`src/rtl/if_id_fetch_buffer_pkg.sv`:
```
// rtl/if_id_fetch_buffer_pkg.sv - shared types for the IF/ID fetch buffer
package if_id_fetch_buffer_pkg;

  localparam int IFBUF_XLEN = 32;
  localparam logic [IFBUF_XLEN-1:0] IFBUF_NOP = 32'h00000013;

  typedef enum logic [1:0] {
    FETCH  = 2'd0,
    HOLD   = 2'd1,
    SQUASH = 2'd2
  } ifbuf_state_t;

  typedef struct packed {
    logic [IFBUF_XLEN-1:0] pc;
    logic [IFBUF_XLEN-1:0] instr;
    logic                  valid;
  } if_id_t;

endpackage

```
`src/rtl/if_id_fetch_buffer_if_id_reg.sv`:
```
// rtl/if_id_fetch_buffer_if_id_reg.sv - IF/ID pipeline register with load and clear
module if_id_reg
  import if_id_fetch_buffer_pkg::*;
#(
  parameter logic [IFBUF_XLEN-1:0] NOP_INSTR = IFBUF_NOP
) (
  input  logic   clk,
  input  logic   rst,
  input  logic   load_i,
  input  logic   clear_i,
  input  if_id_t d_i,
  output if_id_t q_o
);

  if_id_t reg_q;
  if_id_t reg_d;

  // Clear wins over load; pc is kept on clear since it is meaningless without valid.
  always_comb begin
    reg_d = reg_q;
    if (clear_i) begin
      reg_d.valid = 1'b0;
      reg_d.instr = NOP_INSTR;
    end else if (load_i) begin
      reg_d = d_i;
    end
  end

  always_ff @(posedge clk or negedge rst) begin
    if (!rst) begin
      reg_q.pc    <= '0;
      reg_q.instr <= NOP_INSTR;
      reg_q.valid <= 1'b0;
    end else begin
      reg_q <= reg_d;
    end
  end

  assign q_o = reg_q;

endmodule

```
`src/rtl/if_id_fetch_buffer.sv`:
```
// rtl/if_id_fetch_buffer.sv - imem handshake, IF/ID register, skid buffer and redirect squash
module if_id_fetch_buffer
  import if_id_fetch_buffer_pkg::*;
#(
  parameter int              XLEN      = IFBUF_XLEN,
  parameter logic [XLEN-1:0] NOP_INSTR = IFBUF_NOP
) (
  input  logic            clk,
  input  logic            rst,
  input  logic [XLEN-1:0] IF_pc_i,
  output logic            pc_load_o,
  output logic            imem_read_o,
  output logic [XLEN-1:0] imem_address_o,
  input  logic            imem_resp_i,
  input  logic [XLEN-1:0] imem_rdata_i,
  input  logic            stall_i,
  input  logic            flush_i,
  output logic [XLEN-1:0] IF_ID_pc_o,
  output logic [XLEN-1:0] IF_ID_instr_o,
  output logic            IF_ID_valid_o
);

  ifbuf_state_t    state_q, state_d;
  logic [XLEN-1:0] req_addr_q, req_addr_d;
  logic [XLEN-1:0] buf_pc_q, buf_pc_d;
  logic [XLEN-1:0] buf_instr_q, buf_instr_d;

  logic   ifid_load;
  logic   ifid_clear;
  if_id_t ifid_d;
  if_id_t ifid_q;

  always_comb begin
    state_d        = state_q;
    req_addr_d     = req_addr_q;
    buf_pc_d       = buf_pc_q;
    buf_instr_d    = buf_instr_q;
    pc_load_o      = 1'b0;
    imem_read_o    = 1'b0;
    imem_address_o = req_addr_q;
    ifid_load      = 1'b0;
    ifid_clear     = 1'b0;
    ifid_d.pc      = IF_pc_i;
    ifid_d.instr   = imem_rdata_i;
    ifid_d.valid   = 1'b1;

    case (state_q)
      FETCH: begin
        imem_read_o    = 1'b1;
        imem_address_o = IF_pc_i;
        req_addr_d     = IF_pc_i;
        if (flush_i) begin
          pc_load_o  = 1'b1;
          ifid_clear = 1'b1;
          // A request still in flight must be drained before the redirected fetch issues.
          if (!imem_resp_i) state_d = SQUASH;
        end else if (imem_resp_i && !stall_i) begin
          ifid_load = 1'b1;
          pc_load_o = 1'b1;
        end else if (imem_resp_i) begin
          buf_pc_d    = IF_pc_i;
          buf_instr_d = imem_rdata_i;
          state_d     = HOLD;
        end else if (!stall_i) begin
          ifid_clear = 1'b1;
        end
      end

      HOLD: begin
        if (flush_i) begin
          ifid_clear = 1'b1;
          pc_load_o  = 1'b1;
          state_d    = FETCH;
        end else if (!stall_i) begin
          ifid_d.pc    = buf_pc_q;
          ifid_d.instr = buf_instr_q;
          ifid_load    = 1'b1;
          pc_load_o    = 1'b1;
          state_d      = FETCH;
        end
      end

      SQUASH: begin
        imem_read_o    = 1'b1;
        imem_address_o = req_addr_q;
        pc_load_o      = flush_i;
        ifid_clear     = 1'b1;
        if (imem_resp_i) state_d = FETCH;
      end

      default: begin
        state_d    = FETCH;
        ifid_clear = 1'b1;
      end
    endcase
  end

  always_ff @(posedge clk or negedge rst) begin
    if (!rst) begin
      state_q     <= FETCH;
      req_addr_q  <= '0;
      buf_pc_q    <= '0;
      buf_instr_q <= '0;
    end else begin
      state_q     <= state_d;
      req_addr_q  <= req_addr_d;
      buf_pc_q    <= buf_pc_d;
      buf_instr_q <= buf_instr_d;
    end
  end

  if_id_reg #(
    .NOP_INSTR (NOP_INSTR)
  ) u_if_id_reg (
    .clk     (clk),
    .rst     (rst),
    .load_i  (ifid_load),
    .clear_i (ifid_clear),
    .d_i     (ifid_d),
    .q_o     (ifid_q)
  );

  assign IF_ID_pc_o    = ifid_q.pc;
  assign IF_ID_instr_o = ifid_q.instr;
  assign IF_ID_valid_o = ifid_q.valid;

endmodule

```
`config.mk`:
```
export PLATFORM = sky130hd
export DESIGN_NAME = if_id_fetch_buffer
export DESIGN_NICKNAME = d
export VERILOG_FILES = /design/src/rtl/if_id_fetch_buffer_pkg.sv /design/src/rtl/if_id_fetch_buffer_if_id_reg.sv /design/src/rtl/if_id_fetch_buffer.sv
export SDC_FILE = /design/constraint.sdc
export NUM_CORES = 1
export LEC_CHECK = 0
export ABC_AREA = 0
export BUFFER_PORTS_ARGS = -buffer_cell sky130_fd_sc_hd__buf_4
export CAP_MARGIN = 20
export CORE_UTILIZATION = 45
export DETAILED_ROUTE_END_ITERATION = 12
export GPL_ROUTABILITY_DRIVEN = 0
export PLACE_DENSITY = 0.79
export SETUP_SLACK_MARGIN = 0.3
export SLEW_MARGIN = 40
export SYNTH_ARGS = -nofsm -noshare
export SYNTH_HDL_FRONTEND = slang
export SYNTH_SLANG_ARGS = --single-unit
```
`constraint.sdc`:
```
create_clock -name clk -period 1.7 [get_ports clk]
set_input_delay 0.34 -clock clk [delete_from_list [all_inputs] [get_ports clk]]
set_output_delay 0.34 -clock clk [all_outputs]
set_load 0.005 [all_outputs]
```
# Yosys cells after proc, flatten, opt, wreduce, memory -nomap -nowiden
# Cells that the tools add are included.
[totals] ff_bits=163 input_bits=69 out_inout_bits=99 elab_cells=53
[classes] eq_ne=7 n_mux=28 bitwise=3 reduce_logical=8
[ops] cell="64-bit two-way mux" count=3
[ops] cell="33-bit two-way mux" count=2
[ops] cell="32-bit two-way mux" count=1
[ops] cell="2-bit two-way mux" count=7
[ops] cell="3-bit inequality test, second input constant" count=4
[ops] cell="1-bit two-way mux" count=11
[ops] cell="2-bit case mux with 3 select lines" count=1
[ops] cell="5-bit AND reduction" count=1
[ops] cell="1-bit case mux with 2 select lines" count=2
[ops] cell="4-bit AND reduction" count=1
[ops] cell="1-bit NOT" count=3
[ops] cell="1-bit case mux with 3 select lines" count=1
[ops] cell="2-bit by 1-bit equality test with 1-bit output, second input constant" count=1
[ops] cell="2-bit equality test, second input constant" count=1
[ops] cell="2-bit zero test" count=1
[ops] cell="2-bit inequality test, second input constant" count=1
[ops] cell="2-bit AND reduction" count=1
[ops] cell="2-bit nonzero test" count=1
[ops] cell="2-bit OR reduction" count=1
[ops] cell="1-bit logical AND" count=1
[ops] cell="1-bit zero test" count=1

# Depth between registers and ports, before layout
# Gate-level depths: netlist of run 1.
[depth] word_depth=7 depth_mapped=5 mapped_depth_nobuf=3

# By module
# Synthesis of run 1 repeated with hierarchy kept, for this count alone.
[hier_totals] hier_cells=465 area_unflattened_um2=7250.7
[modules_own_cells] mod="if_id_fetch_buffer" n_inst=1 cells_per_inst=289 area_each_um2=4588.2 seq_area_each_um2=2452.4
[modules_own_cells] mod="if_id_reg" n_inst=1 cells_per_inst=176 area_each_um2=2662.6 seq_area_each_um2=1630.3

# Worst setup path before layout of run 1
# OpenSTA, ideal clock, no wires.
[synth_path] path_kind="flip-flop to output port" from="register state_q[1]" to="output port imem_address_o[10]" arrival_time_ns=1.317 path_slack_ns=0.043 path_stages_with_launch=4 path_buffers=1 path_cell_list="dfrtp_1 -> nor2_1 -> buf_2 -> mux2_2"
[synth_between] elab_chain_len=2
[synth_rtl] item="from (decl)" line_no="if_id_fetch_buffer.sv:23" rtl="ifbuf_state_t state_q, state_d;"
[synth_rtl] item="from (signal assigned)" line_no="if_id_fetch_buffer.sv:105" rtl="state_q <= state_d;"
[synth_rtl] item="2-bit zero test" line_no="if_id_fetch_buffer.sv:47" rtl="case (state_q)"
[synth_rtl] item="32-bit two-way mux" line_no="if_id_fetch_buffer.sv:47"
[synth_rtl] item="to (decl)" line_no="if_id_fetch_buffer.sv:13" rtl="output logic [XLEN-1:0] imem_address_o,"
# No other way between the ends.

# Final worst setup path of run 1
[layout_path] from="register state_q[1]" to="output port imem_address_o[9]"
# The elaborated chain is that of the path after synthesis.

==> results of run 1 <==
-- per-stage QoR --
stage,cell area (um^2),util
3_5_place_dp,8390,0.595
5_1_grt,10500,0.741
6_report,10500,0.741
3_3_place_gp,8390,0.595
4_1_cts,10100,0.717
2_1_floorplan,6830,-
-- state kept, by name, indices dropped and copies added (netlist names) --
register         count
buf_pc_q            32
req_addr_q          32
buf_instr_q         32
u_if_id_reg.q_o     65
state_q              2
-- metal layers --
metal	GRT usage	share of wire	vias up
li1	-	-	2088
met1	0.342	0.41	2573
met2	0.440	0.52	170
met3	0.0650	0.055	21
met4	0.0806	0.013	0
met5	0	0	-
-- cell type report --
cell class / count / area (um^2)
Inverter: 1 / 3.75
Sequential cell: 163 / 4090
Timing Repair Buffer: 250 / 2680
Fill cell: 895 / 3650
Clock inverter: 6 / 105
Tap cell: 180 / 225
Clock buffer: 22 / 474
Multi-Input combinational cell: 243 / 2870
-- where the power goes --
group / switching [mW] / total, mW / leakage, nW / internal, mW
Combinational: 0.854 / 2.60 / 2.85 / 1.75
Clock: 1.46 / 3.85 / 0.288 / 2.39
Sequential: 0.406 / 4.99 / 1.96 / 4.58
Total: 2.72 / 11.4 / 5.09 / 8.72
-- repair_timing --
item / 4_1_cts / 5_1_grt
cloned: 17 / 0
endpoints found under the hold margin: 31 / 0
pin swaps: 4 / 2
buffers inserted: 28 / 13
hold buffers: 1 / 0
resized for setup: 106 / 69
setup endpoints to repair: 165 / 171
-- path summary, 6_finish.rpt --
path                       depth (start not counted)  slack, ps                   to
max                                                5       -370    imem_address_o[9]
min                                                2        120           state_q[1]
max reg2reg                                        9       -220  u_if_id_reg.q_o[62]
min reg2reg                                        1        500          buf_pc_q[2]
max in group asynchronous                          3        680          buf_pc_q[1]
min in group asynchronous                          2        400  u_if_id_reg.q_o[17]
-- cells in the final DEF, fill, tap and decap left out, types with 2 or more instances in the layout --
master,count
mux2_2,4
buf_16,16
nor2_2,2
bufinv_16,3
nand2b_4,6
o221a_1,2
o221a_4,4
and2_4,25
or2b_1,2
clkbuf_1,2
and2_1,6
nor2_4,2
nor4b_4,2
clkinv_2,3
buf_6,62
clkbuf_8,3
a221o_1,29
mux2_4,92
buf_12,20
nand2b_1,28
dfrtp_1,158
dfrtp_2,2
o221a_2,29
nand2_8,2
dfstp_2,3
buf_4,151
clkbuf_16,17
-- worst max-delay path, stage by stage (launching register included) --
cell and delay [ps]:
dfrtp_2 420, nor2_4 130, buf_6 140, buf_12 160, mux2_4 330, buf_6 120
-- kinds of logic (layout without fill, tap and decap cells) --
group | after synthesis | in the layout
buffers and inverters | 30 | 279
AO/OA/AOI/OAI | 66 | 66
flip-flops | 163 | 163
multiplexers | 96 | 96
AND/OR/NAND/NOR | 80 | 81
==> results.toml, run 1 <==
[routing]
drtAntennaViolNets = 0
wl_um = 19500
drt_iter0_markers = 258
vias_per_cell = 5.61
drc = 0
drt-wirelength-per-cell_um = 22.6
dr_total_vias = 4852
drtPass1Iterations = 4

[timing]
post-route-period-util = 1.22
final-setup-viol-count = 161
maxClockFrequency_ghz = 0.483
worst_slew_pin_slew_ps = 416
tns_ps = -33490
grt_setup_unrepaired = "true"
finalHoldViolCount = 0
hold_slack_ps = 124
slew_headroom = 0.722
final.setup.worst_slack_ps = -370
fin_skew_ps = 8.18
finalMaxSlewViolations = 0
fin_crit_ps = 2070

[clock_network]
cts_buffer_depth = 2
worstSkewPairLatency_ps = 420
cts.sinks = 163
cts_tree = "built"
cts_buffers = 17
clkTransAtPathRegs_ps = 60
cts_root_buf = "clkbuf_16"
htree_levels = 4

[logic_synthesis]
synth_seq_area_share = 0.618
synthMuxAreaShare = 0.164
synth_ff_type = "dfrtp_1"
synth-compound-area-share = 0.106
synth_top_area_share = 0.607
synth_edf_count = 0
synth-xor-area-share = 0
synthAdderAreaFrac = 0
yosysTopAreaCell = "dfrtp_1"
syn_avg_cell_area_um2 = 15.2
synth_cells = 435
synth_fp_nets = 504
async_flop_share = 1.00
syn_area_um2 = 6600
synth-simple-area-share = 0.0804
synth_cell_type_count = 24
yosysMostFrequentCell = "dfrtp_1"
synth_top_family_by_area = "multiplexers"
yosys_warnings = 0
ys_ff_latch = 163
synthTopCellsByArea = "dfrtp_1 (61%), mux2_1 (10%), mux2_2 (6.1%), o221a_2 (5.6%), a221o_1 (4.4%)"
yosys-top-cells-count = "dfrtp_1 (160), mux2_1 (60), mux2_2 (36)"

[floorplanning]
ios = 168
die_width_um = 123
die-area_um2 = 15200
rows = 43
fp.coreArea_um2 = 14100
fp.dieH_um = 123
start_util = 0.468

[global_routing]
antenna_found_initial = 0
grt_max_degree = 50
grt_pass1_wl_um = 29500
grt_pass1_vias = 5125
grt_usage = 0.265
grt_overflow = 0

[finish]
area_growth_syn_to_layout_pct = 58.3
finalNonFillerCells = 865
antenna_cells = 0
nets = 745
drive_gt1_frac = 0.660

[pwr]
p_leak_nw = 5.09
peakVddDrop_mv = 0.894
fin_total_pwr_mw = 11.4
p_per_area_nw_per_um2 = 1090

[setup_path]
reg2reg_from = "state_q[1]"
end_kind = "output port"
cp_max_fo = 8
start_kind = "flop"
worstPathArrival_ps = 1730
worstSetupPathType = "flop to output port"
worstPathRequired_ps = 1360
crit_start = "state_q[1]"

[placed_design]
place_inst = 778
hpwlAfterDp_um = 10700
dp_slack_ps = -1.65
io_buffer_count = 167

[run_status]
violations = "negative setup slack"
status = "finished, violations left"

[hold_path]
min_from = "imem_resp_i"
hp-class = "input port to flop"

[flow_run]
drv_cap = 0
Note: power is estimated with default switching activity, not from simulation.
==> run 2: changes to the inputs <==
Settings changed: CTS_CLUSTER_DIAMETER set to 120, SETUP_SLACK_MARGIN 0.3 to 0.05.
==> run 2 against run 1 <==
- the run still ends with negative setup slack left
- clock skew rose by 2.0 ps
- combinational power barely moved
- non-clock buffer count fell by 9
- fmax fell by 5.9%
- wire length rose by 0.44%
- critical path type unchanged
- critical endpoint is now imem_address_o[13]
- largest power group unchanged
==> results.toml, run 2 (synthesis gave the netlist of run 1 again) <==
[routing]
drt_iter0_markers = 382
vias_per_cell = 5.62
drc = 0
drtPass1Iterations = 5
drt-wirelength-per-cell_um = 22.8
drtAntennaViolNets = 0
dr_total_vias = 4838
wl_um = 19600

[setup_path]
critPathSlowestCell = "dfrtp_1"
cp_top_family = "buffers and inverters"
regToRegSetupSlack_ps = -230
end_kind = "output port"
worst-path-buf-inv = 4
crit_chain = "buf_6 > nor2_4 > buf_6 > clkbuf_16 > mux2_4 > buf_6"
worst_path_largest_cell_delay_ps = 400
worstPathArrival_ps = 1860
cp_max_fo = 5
crit_start = "state_q[1]"
start_kind = "flop"
cpMostUsedCell = "buf_6"
worstSetupPathType = "flop to output port"
reg2reg_from = "state_q[1]"
worstPathRequired_ps = 1360

[finish]
final_cell_mix = "dfrtp_1 (160), buf_4 (159), mux2_4 (86), buf_6 (49), and2_1 (31)"
final_core_util = 0.724
antenna_cells = 0
area_growth_syn_to_layout_pct = 54.6
design_area_um2 = 10200
largest_register_ffs = 65
final_common_cell = "dfrtp_1"
finalNonFillerCells = 861
fillers = 861
drive_gt1_frac = 0.598
nets = 737

[global_routing]
antenna_found_initial = 0
grt_overflow = 0
grt_usage = 0.234
grt_pass1_vias = 4940
grt_max_degree = 44
grt_pass1_wl_um = 26700

[timing]
finalMaxSlewViolations = 0
maxClockFrequency_ghz = 0.454
final.setup.worst_slack_ps = -501
fin_crit_ps = 2200
grt_setup_unrepaired = "true"
post-route-period-util = 1.29
slew_headroom = 0.749
finalHoldViolCount = 0
worst_slew_pin_slew_ps = 376
tns_ps = -32520
hold_slack_ps = 150
fin_skew_ps = 10.1
final-setup-viol-count = 135

[floorplanning]
die-area_um2 = 15200
die_width_um = 123
start_util = 0.468
rows = 43
fp.coreArea_um2 = 14100
ios = 168
fp.dieH_um = 123

[clock_network]
cts.sinks = 163
cts_tree = "built"
cts_buffer_depth = 2
cts_root_buf = "clkbuf_16"
clkTransAtPathRegs_ps = 60
htree_levels = 4
worstSkewPairLatency_ps = 420
cts_buffers = 17

[pwr]
peakVddDrop_mv = 0.780
fin_total_pwr_mw = 11.4
share_comb_of_total_power = 0.225
power.share.switching = 0.235
p_leak_nw = 4.96
pwr-share-clk = 0.339
p_int_mw = 8.73
switchingPower_mw = 2.67
seqPwrFrac = 0.436
p_per_area_nw_per_um2 = 1120

[run_status]
status = "finished, violations left"
violations = "negative setup slack"

[placed_design]
dp_slack_ps = -140
hpwlAfterDp_um = 10400
io_buffer_count = 167
place_inst = 777
placed_area_um2 = 8220

[hold_path]
min_from = "imem_rdata_i[27]"
hp-class = "input port to flop"

[flow_run]
drv_cap = 0
-- run 2: cell types whose count changed in the layout (fill, tap and decap cells not counted), moves of 5 or more --
cell       delta
buf_12        -8
buf_6        -13
mux2_1        +6
and2_4       -25
clkbuf_1      +5
mux2_4        -6
buf_4         +8
and2_1       +25
clkbuf_16     +9
buf_16        -8
-- run 2: cell type report --
cell class | instances | area [um^2] | share of cell area
sequential | 163 | 4080 | 0.400
multi-input combinational | 244 | 2820 | 0.276
timing repair buffer | 241 | 2490 | 0.244
clock buffer | 27 | 493 | 0.0483
tap | 180 | 225 | 0.0221
clock inverter | 5 | 100 | 0.00981
inverter | 1 | 3.75 | 0.000368
-- run 2: power by group through the flow --
stage	combinational (mW)	sequential, mW	clock [mW]
after floorplan	0.827	4.90	0
after global placement	1.72	4.93	0
after detailed placement	1.79	4.98	0
after CTS	2.23	4.93	3.91
after global routing	2.73	5.03	4.09
final	2.57	4.97	3.86
-- run 2: path summary, 6_finish.rpt --
kind | cells past startpoint | end
setup / recovery | 6 | imem_address_o[13]
hold / removal | 2 | buf_instr_q[27]
setup reg to reg | 8 | u_if_id_reg.q_o[51]
hold reg to reg | 1 | buf_pc_q[10]
max in group asynchronous | 3 | u_if_id_reg.q_o[1]
min in group asynchronous | 2 | req_addr_q[16]
-- run 2: what timing repair did --
action | CTS | global route
pin swaps | 6 | 21
gates resized for setup | 98 | 71
endpoints found under the setup margin | 63 | 161
endpoints found under the hold margin | 35 | 0
cloned | 7 | 14
hold buffers | 1 | 0
buffers inserted | 25 | 6
-- run 2: worst register-to-register path: stages (launching register included) --
cell	delay [ps]
dfrtp_1	400
buf_4	140
buf_6	110
nor4b_4	300
buf_6	180
buf_6	110
nand2b_4	110
clkbuf_16	200
o221a_2	280
-- run 2: metal layers --
metal  vias to the layer above  GRT usage  routed length (um)
li1                       2075          -                   -
met2                       191      0.391                9880
met1                      2546      0.297                8130
met5                         -          0                   0
met3                        26     0.0646                1280
met4                         0     0.0670                 322
==> run 3: changes to the inputs <==
Settings changed: PLACE_DENSITY 0.79 to 0.76.
Clock period 1.7 ns to 2.4 ns, I/O delays scaled along.
==> run 3 against run 2 <==
- register-to-register slack improved by 820 ps
- largest cell class unchanged
- the flow now finishes without violations
- highest routed layer unchanged
- first-iteration DRC count decreased by 35%
- combinational power decreased by 53%
- clock power decreased by 24%
==> results.toml, run 3 (synthesis gave the netlist of run 1 again) <==
[global_routing]
met1_usage = 0.249
grt.busiest_layer = "met2"
grt_max_degree = 67
grt_overflow = 0
grt_usage = 0.207
grt_pass1_wl_um = 23600
use_met2 = 0.345
antenna_found_initial = 0
grt_pass1_vias = 4535
grtUsageMet3 = 0.0627

[timing]
hold_slack_ps = 35.8
grt_setup_unrepaired = "false"
worst_slew_pin_slew_ps = 612
slew_headroom = 0.592
fin_crit_ps = 2270
final-setup-viol-count = 0
post-route-period-util = 0.945
tns_ps = 0
finalMaxSlewViolations = 0
maxClockFrequency_ghz = 0.441
fin_skew_ps = 7.67
finalHoldViolCount = 0

[setup_path]
worstPathArrival_ps = 1790
crit_start = "state_q[0]"
worstPathRequired_ps = 1920
start_kind = "flop"
reg2reg_from = "state_q[1]"
cp_max_fo = 12
worstSetupPathType = "flop to output port"
end_kind = "output port"

[finish]
fillers = 1076
final_core_util = 0.617
nets = 674
final_common_cell = "buf_4"
area_growth_syn_to_layout_pct = 31.8
antenna_cells = 0
largest_register_ffs = 65
design_area_um2 = 8700
final_cell_mix = "buf_4 (174), dfrtp_1 (159), mux2_1 (60), mux2_2 (36), nand2b_1 (34)"
drive_gt1_frac = 0.471

[clock_network]
worstSkewPairLatency_ps = 420
cts_buffers = 17
cts_buffer_depth = 2
cts_tree = "built"
cts.sinks = 163
htree_levels = 4
clkTransAtPathRegs_ps = 60
cts_root_buf = "clkbuf_16"

[placed_design]
placed_area_um2 = 8030
hpwlAfterDp_um = 9830
io_buffer_count = 167

[floorplanning]
start_util = 0.468
fp.coreArea_um2 = 14100
rows = 43
ios = 168
die_width_um = 123
fp.dieH_um = 123
die-area_um2 = 15200

[routing]
wl_um = 14700
vias_per_cell = 5.46
drt-wirelength-per-cell_um = 18.4
drc = 0
drt_iter0_markers = 248
drtPass1Iterations = 4
drtAntennaViolNets = 0
dr_total_vias = 4358

[hold_path]
hp-class = "input port to async pin"

[pwr]
p_per_area_nw_per_um2 = 878
fin_total_pwr_mw = 7.64
peakVddDrop_mv = 0.554
p_leak_nw = 3.97

[run_status]
status = "complete, no violations"

[flow_run]
drv_cap = 0
==> run 3: where the power goes <==
| part | leakage, nW | switching, mW | internal [mW] |
|---|---|---|---|
| clock | 0.310 | 1.08 | 1.87 |
| sequential | 1.96 | 0.233 | 3.24 |
| combinational | 1.70 | 0.453 | 0.762 |
| total | 3.97 | 1.76 | 5.88 |
==> run 3: layout make-up <==
cell class / count / area [um^2] / share of cell area
clock buffers: 19 / 443 / 0.0509
clock inverters: 13 / 205 / 0.0236
inverters: 1 / 3.75 / 0.000431
multi-input cells: 242 / 2330 / 0.268
flip-flops and latches: 163 / 4080 / 0.469
well taps: 180 / 225 / 0.0259
repair buffers: 180 / 1410 / 0.162
==> run 3: worst max-delay path, stage by stage (launching register included) <==
cell and delay [ps]:
dfrtp_1 480, nor2_4 170, buf_6 200, mux2_2 370, buf_4 140
==> run 3: per-stage QoR <==
step | instances | worst slack, ps
floorplan | 435 | 603
global placement | 765 | 348
detailed placement | 765 | 380
CTS | 797 | 53.0
global route | 798 | 50.2
finish | 798 | 133
==> run 3: metal layers <==
| layer | part of all wire | vias up | routed length, um |
|---|---|---|---|
| li1 | - | 1945 | - |
| met1 | 0.41 | 2263 | 6050 |
| met2 | 0.51 | 129 | 7410 |
| met3 | 0.062 | 21 | 904 |
| met4 | 0.020 | 0 | 290 |
| met5 | 0 | - | 0 |
==> run 3: timing repair <==
item	in CTS	in global routing
hold buffers	0	0
resized for setup	2	3
buffers inserted	0	1
endpoints found under the setup margin	32	32
==> run 3: final timing paths <==
path	depth (start not counted)	slack (ps)	endpoint
min in group clk	2	230	state_q[1]
max in group asynchronous	2	1600	u_if_id_reg.q_o[63]
setup / recovery	4	130	imem_address_o[5]
setup reg to reg	5	590	buf_instr_q[2]
hold reg to reg	1	480	buf_pc_q[5]
hold / removal	1	40	buf_pc_q[15]
